--- src/rtl/tt_sweep_controller.sv ---
// Exhaustive truth-table sweeper: walks a small combinational DUT through every input vector,
// samples its output after a programmable dwell and scores it against an expected table.
module tt_sweep_controller #(
    parameter int unsigned             N_IN     = 3,
    parameter int unsigned             DWELL    = 4,
    parameter logic [(2**N_IN)-1:0]    EXPECTED = 8'hE8
) (
    input  logic                   clk,
    input  logic                   rst_n,
    input  logic                   start,
    input  logic                   abort,
    input  logic                   dut_f,
    output logic [N_IN-1:0]        vec_out,
    output logic                   busy,
    output logic                   done,
    output logic                   pass,
    output logic [N_IN:0]          err_count,
    output logic                   fail_valid,
    output logic [N_IN-1:0]        first_fail_idx,
    output logic [(2**N_IN)-1:0]   captured
);

    localparam int unsigned V    = 2 ** N_IN;
    localparam int unsigned CntW = (DWELL > 1) ? $clog2(DWELL) : 1;

    localparam logic [CntW-1:0] CntLast = CntW'(DWELL - 1);
    localparam logic [N_IN-1:0] VecLast = N_IN'(V - 1);

    typedef enum logic [1:0] {
        StIdle,
        StRun,
        StDone
    } state_e;

    state_e            state_q, state_d;
    logic [CntW-1:0]   cnt_q, cnt_d;
    logic [N_IN-1:0]   vec_q, vec_d;
    logic              busy_q, busy_d;
    logic              done_q, done_d;
    logic              pass_q, pass_d;
    logic [N_IN:0]     err_q, err_d;
    logic              fail_valid_q, fail_valid_d;
    logic [N_IN-1:0]   first_fail_q, first_fail_d;
    logic [V-1:0]      captured_q, captured_d;
    logic              mismatch;

    always_ff @(posedge clk or negedge rst_n) begin
        if (!rst_n) begin
            state_q      <= StIdle;
            cnt_q        <= '0;
            vec_q        <= '0;
            busy_q       <= 1'b0;
            done_q       <= 1'b0;
            pass_q       <= 1'b0;
            err_q        <= '0;
            fail_valid_q <= 1'b0;
            first_fail_q <= '0;
            captured_q   <= '0;
        end else begin
            state_q      <= state_d;
            cnt_q        <= cnt_d;
            vec_q        <= vec_d;
            busy_q       <= busy_d;
            done_q       <= done_d;
            pass_q       <= pass_d;
            err_q        <= err_d;
            fail_valid_q <= fail_valid_d;
            first_fail_q <= first_fail_d;
            captured_q   <= captured_d;
        end
    end

    always_comb begin
        state_d      = state_q;
        cnt_d        = cnt_q;
        vec_d        = vec_q;
        busy_d       = busy_q;
        done_d       = 1'b0;
        pass_d       = pass_q;
        err_d        = err_q;
        fail_valid_d = fail_valid_q;
        first_fail_d = first_fail_q;
        captured_d   = captured_q;
        mismatch     = dut_f != EXPECTED[vec_q];

        case (state_q)
            StIdle: begin
                // abort takes priority over start
                if (start && !abort) begin
                    state_d      = StRun;
                    busy_d       = 1'b1;
                    vec_d        = '0;
                    cnt_d        = '0;
                    err_d        = '0;
                    captured_d   = '0;
                    fail_valid_d = 1'b0;
                    first_fail_d = '0;
                    pass_d       = 1'b0;
                end
            end

            StRun: begin
                if (abort) begin
                    // partial results stay visible for debug
                    state_d = StIdle;
                    busy_d  = 1'b0;
                    vec_d   = '0;
                    cnt_d   = '0;
                end else if (cnt_q != CntLast) begin
                    cnt_d = cnt_q + 1'b1;
                end else begin
                    captured_d[vec_q] = dut_f;
                    if (mismatch) begin
                        err_d = err_q + 1'b1;
                        if (!fail_valid_q) begin
                            fail_valid_d = 1'b1;
                            first_fail_d = vec_q;
                        end
                    end
                    cnt_d = '0;
                    if (vec_q == VecLast) begin
                        state_d = StDone;
                        busy_d  = 1'b0;
                        vec_d   = '0;
                        done_d  = 1'b1;
                        pass_d  = (err_d == '0);
                    end else begin
                        vec_d = vec_q + 1'b1;
                    end
                end
            end

            StDone: begin
                state_d = StIdle;
            end

            default: begin
                state_d = StIdle;
            end
        endcase
    end

    assign vec_out        = vec_q;
    assign busy           = busy_q;
    assign done           = done_q;
    assign pass           = pass_q;
    assign err_count      = err_q;
    assign fail_valid     = fail_valid_q;
    assign first_fail_idx = first_fail_q;
    assign captured       = captured_q;

endmodule

--- config.mk ---
export PLATFORM = sky130hd
export DESIGN_NAME = tt_sweep_controller
export DESIGN_NICKNAME = d
export VERILOG_FILES = /design/src/rtl/tt_sweep_controller.sv
export SDC_FILE = /design/constraint.sdc
export NUM_CORES = 1
export LEC_CHECK = 0
export ABC_AREA = 1
export CORE_MARGIN = 2
export CORE_UTILIZATION = 30
export DETAILED_ROUTE_END_ITERATION = 8
export PLACE_DENSITY = 0.48
export SLEW_MARGIN = 5
export SYNTH_ARGS = -nofsm -noshare
export SYNTH_HDL_FRONTEND = slang
export SYNTH_SLANG_ARGS = --single-unit
--- constraint.sdc ---
create_clock -name clk -period 4.05 [get_ports clk]
set_input_delay 1.215 -clock clk [delete_from_list [all_inputs] [get_ports clk]]
set_output_delay 1.215 -clock clk [all_outputs]
set_load 0.01 [all_outputs]
## After elaboration in Yosys (flattened, before gate mapping)

Memories as Yosys holds them, arrays and structs flattened.
Index checks and enable logic that the tools add are counted.

| storage, ports and cells | value |
|---|---|
| output and inout bits | 22 |
| register bits after elaboration | 26 |
| bits of input ports | 5 |
| ROM bits | 8 |
| memories | 1 |
| word-level logic and storage cells | 95 |

Memories:

| name | words | width | rd ports | clocked after Yosys merged registers in | wr ports | line | source |
|---|---|---|---|---|---|---|---|
| (no name shown) | 8 | 1 | 1 | 0 | 0 | 84 | `mismatch = dut_f != EXPECTED[vec_q];` |

| operators by class | value |
|---|---|
| multiplexer cells | 53 |
| order comparisons | 2 |
| add/sub/neg operators | 3 |
| reduce and logical (&&, ||, !) cells | 14 |
| eq/ne operators | 12 |

Operators with widths:

| cell | count |
|---|---|
| 2-to-1 mux 4 bit | 7 |
| 2-to-1 mux 3 bit | 8 |
| 2-to-1 mux 8 bit | 3 |
| 2-to-1 mux 1 bit | 17 |
| one-hot mux 8 bit (2 select lines) | 1 |
| 2-to-1 mux 2 bit | 7 |
| != test 2 bit (second input constant) | 7 |
| one-hot mux 3 bit (2 select lines) | 2 |
| AND reduction 5 bit | 2 |
| bitwise mux 8 bit | 1 |
| one-hot mux 2 bit (2 select lines) | 2 |
| one-hot mux 4 bit (2 select lines) | 1 |
| AND reduction 4 bit | 2 |
| != test 3 bit (second input constant) | 2 |
| one-hot mux 1 bit (2 select lines) | 3 |
| AND reduction 3 bit | 2 |
| AND reduction 6 bit | 1 |
| adder 4 x 1 -> 4 bit (second input constant) | 1 |
| zero test 4 bit | 1 |
| < comparator 3 x 4 -> 1 bit (second input constant) | 1 |
| adder 3 x 1 -> 3 bit (second input constant) | 1 |
| demux 1 bit (select 3 bit) | 1 |
| equality test 3 bit (second input constant) | 1 |
| >= comparator 3 x 1 -> 1 bit (second input constant) | 1 |
| other kinds (8) | 9 |

## Longest topological paths before layout

Gate-level depths: netlist (run 1).

| depth | value |
|---|---|
| word-level depth | 12 |
| mapped depth | 12 |

## Least setup slack after synthesis (run 1)

OpenSTA, ideal clock, no wires.

| timing path | value |
|---|---|
| path type | input-to-reg |
| from | in abort |
| to | reg first_fail_q[1], in the netlist first_fail_idx[1] |
| path buffers | 1 |
| slack | 2.007 ns |
| data arrival time | 1.919 ns |
| stages | 9 |
| setup time | 0.124 ns |
| cells stage by stage | inv_1 > nand2_4 > nand2_1 > nand2_2 > buf_6 > nor2_4 > nand2_1 > nand3_1 > o21ai_1 |

| on the way | value |
|---|---|
| longest elaborated chain between the ends | 4 |

Ends and longest elaborated chain:

| what | line | source |
|---|---|---|
| start, declared | 11 | `input logic abort,` |
| zero test 1 bit | 89 | `if (start && !abort) begin` |
| logical AND 1 bit | 89 |  |
| != test 2 bit (no line) | - |  |
| AND reduction 6 bit (no line) * | - |  |
| end signal, assigned | 68 | `first_fail_q <= first_fail_d;` |
| end, declared | 43 | `logic [N_IN-1:0] first_fail_q, first_fail_d;` |

Every way passes the cells marked *; elsewhere a longest branch is shown, timed or not.
A chain may end at the register's enable or synchronous reset.

## Worst setup path after layout (run 1)

| timing path | value |
|---|---|
| from | in start |
| to | reg captured_q[5], in the netlist captured[5] |

| on the way | value |
|---|---|
| longest elaborated chain between the ends | 3 |

Ends and longest elaborated chain:

| what | line | source |
|---|---|---|
| start, declared | 10 | `input logic start,` |
| logical AND 1 bit | 89 |  |
| != test 2 bit (no line) | - |  |
| AND reduction 4 bit (no line) | - |  |
| end signal, assigned | 69 | `captured_q <= captured_d;` |
| end, declared | 44 | `logic [V-1:0] captured_q, captured_d;` |

No other way between the ends.

==> run metrics, run 1 <==
Top FF cell, synth=sky130_fd_sc_hd__dfrtp_1; overall overflow remaining after global route=0; portion of synthesized cell area occupied by the leading cell type=between 40% and 50%; post-layout total power=0.000620 W; first-pass GRT wire length=about 5700 um; count of input and output buffers=26; worst-case reg-to-reg path depth=10; count of max-cap constraint violations=0; wire length reported by the detailed router=3340 um; Via Count=~1,200; Routed Antenna Nets=0; insertion delay to the later sink of the worst-skew pair=about 0.27 ns; CTS resizes=0; first-pass iteration count of the detailed router=4; routed vias/inst=between 4 and 5; Worst Skew=0.00485 ns; synthesized area per cell=between 8 and 9 um^2; element type at the critical path start=input port; period utilization=66.9%; CTS HTree Levels=1; final design area excluding fillers=0.00177 mm^2; number of setup buffers added after CTS=0; most instantiated library cell after synthesis=sky130_fd_sc_hd__nand2_1; mean routed wirelength per cell=roughly 13 um; category of the critical setup timing path=in -> reg; antenna fix cells=0; initial standard-cell utilization of the core=approximately a third; endpoint class of the critical path=flop; fill cell count=roughly 450; launching point of the worst reg2reg path=vec_out[0]; Distinct cells, synth=25; status=finished, final reports clean; clock transition time at the flip-flop clock pins of the worst setup and hold paths=0.10 ns; Syn. warnings=0; required time reported for the critical path endpoint=4.25 ns; DP Wirelength=2450 um; Synth area leader=sky130_fd_sc_hd__dfrtp_1; Yosys reg bits=26; antenna violations before repair=0; number of placed I/O pins=27; commonest cells in the synthesized netlist=32 x sky130_fd_sc_hd__nand2_1, 26 x sky130_fd_sc_hd__dfrtp_1, 25 x sky130_fd_sc_hd__inv_1, 22 x sky130_fd_sc_hd__nand3_1, 13 x sky130_fd_sc_hd__nor2_1; net count after synthesis=between 150 and 200; drt first-iter violations=99; Synth Instances=roughly 170; Synth area leaders=sky130_fd_sc_hd__dfrtp_1 47%, sky130_fd_sc_hd__nand2_1 8.7%, sky130_fd_sc_hd__nand3_1 8.0%; EDFF count, synth=0; placed instance area=0.00170 mm^2; worst hold stages=1; total global-route track usage=14.1%; area of the die=between 0.005 and 0.006 mm^2; leakage power total=approximately 0.86 nW; endpoint of the lowest-slack register-to-register path=first_fail_idx[0]; async set or reset register ratio after synthesis=100%; highest achievable clock rate=~370 MHz; largest net degree at the start of global routing=27; setup repair after global routing missed its margin=false; sinks on the clock net=26; Sequential cell area=651 um^2; final standard cell utilization of the core=40.3%; CTS Root Buffer Type=sky130_fd_sc_hd__clkbuf_8; Multi-input gate area=599 um^2; arrival time worst endpoint=slightly below 3 ns; clock buffer count from CTS=3; core area=0.00438 mm^2; total power divided by cell area=about 350 mW/mm^2; x dimension of the die=just over 70 um; DRC violations left=0; area of the mapped netlist=between 0.001 and 0.0015 mm^2; end point of the most critical hold path=cnt_q[0]; Slew Limit Fails=0; number of buffers on the longest clock path=2; setup TNS=0 ns; CTS tree=yes; R2R Setup Slk=2.15 ns; Nets=210; max-slew headroom at the worst pin=70.3%; worst IR drop on VDD=around 0.24 mV; share of the yosys chip area belonging to registers=between 40% and 50%; # hold bufs at CTS=0; Tightest Pin Transition=about 0.44 ns; final RePlAce weighted congestion=0.894; classification of the worst-slack hold path=reg -> reg; proportion of layout cells with a drive suffix above 1=around 8%; start point of the worst min-delay path=cnt_q[0]; final-layout worst hold slack=about 0.49 ns; hold violation total from the final report=0; area grow syn2layout=27.8%; row count=24; die height=approximately 72 um; maximum fanout count along the critical path=11; time the final worst path needs with I/O delays and setup=roughly 2.7 ns; count of final setup violators=0; vias in the first global route=approximately 1,200
[flip-flops by register name (all words and copies together) (netlist names)]
register	cells
busy	1
captured	8
cnt_q	2
done	1
err_count	4
fail_valid	1
first_fail_idx	3
pass	1
state_q	2
vec_out	3
[worst max path at each step]
stage | from | endpoint | depth (start not counted)
final | start | captured[5] | 9
after global routing | start | captured[5] | 9
after CTS | start | captured[0] | 9
after detailed placement | abort | captured[0] | 8
after floorplan | abort | first_fail_idx[1] | 9
after global placement | start | first_fail_idx[1] | 10
[metrics by stage]
stage                     cells  setup WS, ns
final                       251          1.34
after global routing        251          1.11
after CTS                   251          1.36
after detailed placement    247          1.06
after global placement      247          1.15
after floorplan             171          2.01
[routing by layer]
layer | track usage [%] | vias to the layer above | part of all wire, %
li1 | - | 611 | -
met1 | 20.0 | 585 | 48
met4 | 1.89 | 0 | 0.51
met3 | 3.80 | 2 | 4.6
met2 | 22.3 | 24 | 47
met5 | 0 | - | 0
[layout by cell type, fill, tap and decap left out, types with 3 or more instances in the layout]
cell type	synthesis	routed
sky130_fd_sc_hd__o22ai_1	4	4
sky130_fd_sc_hd__nor3_1	3	3
sky130_fd_sc_hd__nor2_1	13	13
sky130_fd_sc_hd__clkdlybuf4s50_1	0	26
sky130_fd_sc_hd__nand3_1	22	22
sky130_fd_sc_hd__inv_1	25	25
sky130_fd_sc_hd__o21ai_1	10	10
sky130_fd_sc_hd__dfrtp_1	26	26
sky130_fd_sc_hd__ha_1	5	5
sky130_fd_sc_hd__clkbuf_8	0	3
sky130_fd_sc_hd__a21oi_1	7	7
sky130_fd_sc_hd__o21ai_0	4	4
sky130_fd_sc_hd__inv_2	5	5
sky130_fd_sc_hd__nand2_1	32	32
[where the power goes]
| part | switching, W | leakage, nW | total, W | internal, W |
|---|---|---|---|---|
| clock network | 0.0000872 | 0.0357 | 0.000219 | 0.000132 |
| logic | 0.0000647 | 0.467 | 0.000108 | 0.0000436 |
| registers | 0.0000155 | 0.356 | 0.000293 | 0.000277 |
[kinds of logic (layout without fill, tap and decap cells)]
family          Yosys count  after routing  share of synthesized area, %
flops                    26             26                          47.1
fa+ha+maj                 5              5                          4.52
compound gates           29             29                          11.8
xor+xnor                  1              1                         0.634
buf+inv                  33             61                          9.59
simple gates             77             77                          26.4
[layout make-up]
class	count	share of cell area, %
Multi-Input combinational cell	112	33.9
Clock buffer	3	2.34
Inverter	30	6.37
Sequential cell	26	36.8
Tap cell	52	3.68
Timing Repair Buffer	27	15.2
Clock inverter	1	1.70
[worst max-delay path: stages]
cell and delay, ns:
sky130_fd_sc_hd__clkdlybuf4s50_1 0.45, sky130_fd_sc_hd__inv_1 0.03, sky130_fd_sc_hd__nor2_1 0.07, sky130_fd_sc_hd__nand2_1 0.28
sky130_fd_sc_hd__nand2_1 0.20, sky130_fd_sc_hd__nand2_2 0.18, sky130_fd_sc_hd__inv_2 0.13, sky130_fd_sc_hd__nand2_1 0.14
sky130_fd_sc_hd__o22ai_1 0.19
Power figures use the tool's default switching activity.
==> run 2: changes to the inputs <==
==> constraint.sdc (replaced) <==
create_clock -name clk -period 2.7 [get_ports clk]
set_input_delay 0.81 -clock clk [delete_from_list [all_inputs] [get_ports clk]]
set_output_delay 0.81 -clock clk [all_outputs]
set_load 0.01 [all_outputs]
==> run 2 against run 1 <==
Effect of this change:
- flip-flop and latch count stayed put
- non-clock buffer count rose by 1
- first-iteration DRC count fell by 42%
- clock-buffer cell count did not move
- critical path depth is 8 lower
- critical path type is now reg -> out
- critical endpoint is now vec_out[0]
- largest cell class unchanged
- highest routed layer unchanged
==> run metrics, run 2 (synthesized netlist as in run 1, its figures left out) <==
crit path setup slack, layout=approximately 0.48 ns; sinks on the clock net=26; Nets=between 200 and 250; count of final setup violators=0; time the final worst path needs with I/O delays and setup=2.22 ns; number of buffers on the longest clock path=2; final standard cell utilization of the core=40.5%; arrival time worst endpoint=approximately 1.4 ns; overall overflow remaining after global route=0; R2R Setup Slk=~0.83 ns; period utilization=between 80 and 90%; number of flip-flops in the largest register=8; die height=around 70 um; antenna violations before repair=0; classification of the worst-slack hold path=reg -> reg; setup repair after global routing missed its margin=false; Via Count=1,197; leading cell types in the layout, fill and taps excluded=32 x sky130_fd_sc_hd__nand2_1, 26 x sky130_fd_sc_hd__dfrtp_1, 26 x sky130_fd_sc_hd__clkdlybuf4s50_1; DRC violations left=0; leakage power total=roughly 0.86 nW; Worst Skew=around 0.0016 ns; routed vias/inst=~4.8; ordered cell list for the critical path=clkdlybuf4s50_1; highest achievable clock rate=about 450 MHz; max-slew headroom at the worst pin=72.2%; element type at the critical path start=flop; clock transition time at the flip-flop clock pins of the worst setup and hold paths=around 0.090 ns; category of the critical setup timing path=reg -> out; area grow syn2layout=28.3%; Tightest Pin Transition=between 0.4 and 0.5 ns; initial standard-cell utilization of the core=a little under a third; family with the most delay on the worst path=buffers and inverters; wire length reported by the detailed router=between 3000 and 4000 um; clock buffer count from CTS=3; cell at the slowest stage of the critical path=sky130_fd_sc_hd__clkdlybuf4s50_1; status=finished, final reports clean; CTS tree=yes; CTS resizes=0; core area=between 0.004 and 0.005 mm^2; combined buffer and inverter count along the critical path=1; post-layout total power=a little over 0.0009 W; final RePlAce weighted congestion=roughly 0.98; number of placed I/O pins=27; count of input and output buffers=26; endpoint class of the critical path=primary output; required time reported for the critical path endpoint=between 1.5 and 2 ns; antenna fix cells=0; # hold bufs at CTS=0; first-pass iteration count of the detailed router=4; first-pass GRT wire length=5350 um; number of setup buffers added after CTS=0; worst IR drop on VDD=between 0.3 and 0.4 mV; total power divided by cell area=524 mW/mm^2; area of the die=0.00517 mm^2; DP Wirelength=around 2300 um; CTS HTree Levels=1; mean routed wirelength per cell=about 12 um; post-placement setup slack=between 0.4 and 0.5 ns; CTS Root Buffer Type=sky130_fd_sc_hd__clkbuf_8; Slew Limit Fails=0; most common cell after layout, fill and taps aside=sky130_fd_sc_hd__nand2_1; maximum fanout count along the critical path=10; insertion delay to the later sink of the worst-skew pair=between 0.2 and 0.3 ns; proportion of layout cells with a drive suffix above 1=under 10%; row count=24; hold violation total from the final report=0; x dimension of the die=around 72 um; largest incremental delay on the critical path=~0.60 ns; total global-route track usage=a little over an eighth; count of non-filler cells in the finished layout=between 200 and 300; fill cell count=439; count of max-cap constraint violations=0; setup TNS=0 ns; Routed Antenna Nets=0; drt first-iter violations=57; vias in the first global route=roughly 1,200; largest net degree at the start of global routing=27; total placed cells including tap cells=~250
run 2: changes by cell type in the layout (fill, tap and decap cells not counted), sizes merged:
| cell | delta |
|---|---|
| buf | +1 |
run 2: routing by layer:
layer / track usage (%) / vias up / wire length [um]
met5: 0 / - / 0
met4: 5.24 / 0 / 55
met3: 1.97 / 5 / 148
met2: 20.1 / 30 / 1410
met1: 18.7 / 546 / 1480
li1: - / 616 / -
run 2: path summary, 6_finish.rpt:
path / from / end / depth (start not counted)
min in group asynchronous: rst_n / first_fail_idx[1] / 2
worst min-delay path: cnt_q[0] / cnt_q[0] / 1
max in group asynchronous: rst_n / state_q[0] / 2
worst min register to register: cnt_q[0] / cnt_q[0] / 1
worst max register to register: vec_out[0] / first_fail_idx[2] / 10
worst max-delay path: vec_out[0] / vec_out[0] / 1
run 2: cell type report:
cell class	instances	area, um^2	area share, %
Inverter	30	113	6.35
Clock buffer	3	41.3	2.33
Tap cell	52	65.1	3.67
Multi-Input combinational cell	112	599	33.8
Timing Repair Buffer	28	275	15.5
Sequential cell	26	651	36.7
Clock inverter	1	30.0	1.69
run 2: power breakdown:
group	leakage [nW]	switching [W]	internal, W
clock	0.0357	0.000132	0.000199
combinational	0.471	0.0000948	0.0000663
sequential	0.356	0.0000219	0.000416
total	0.863	0.000249	0.000681
run 2: per-stage QoR:
step                      hold slack, ns  cell area, um^2
after floorplan                    0.450             1380
after global placement             0.467             1700
after detailed placement           0.470             1700
after CTS                          0.485             1770
after global routing               0.507             1770
final                              0.480             1770
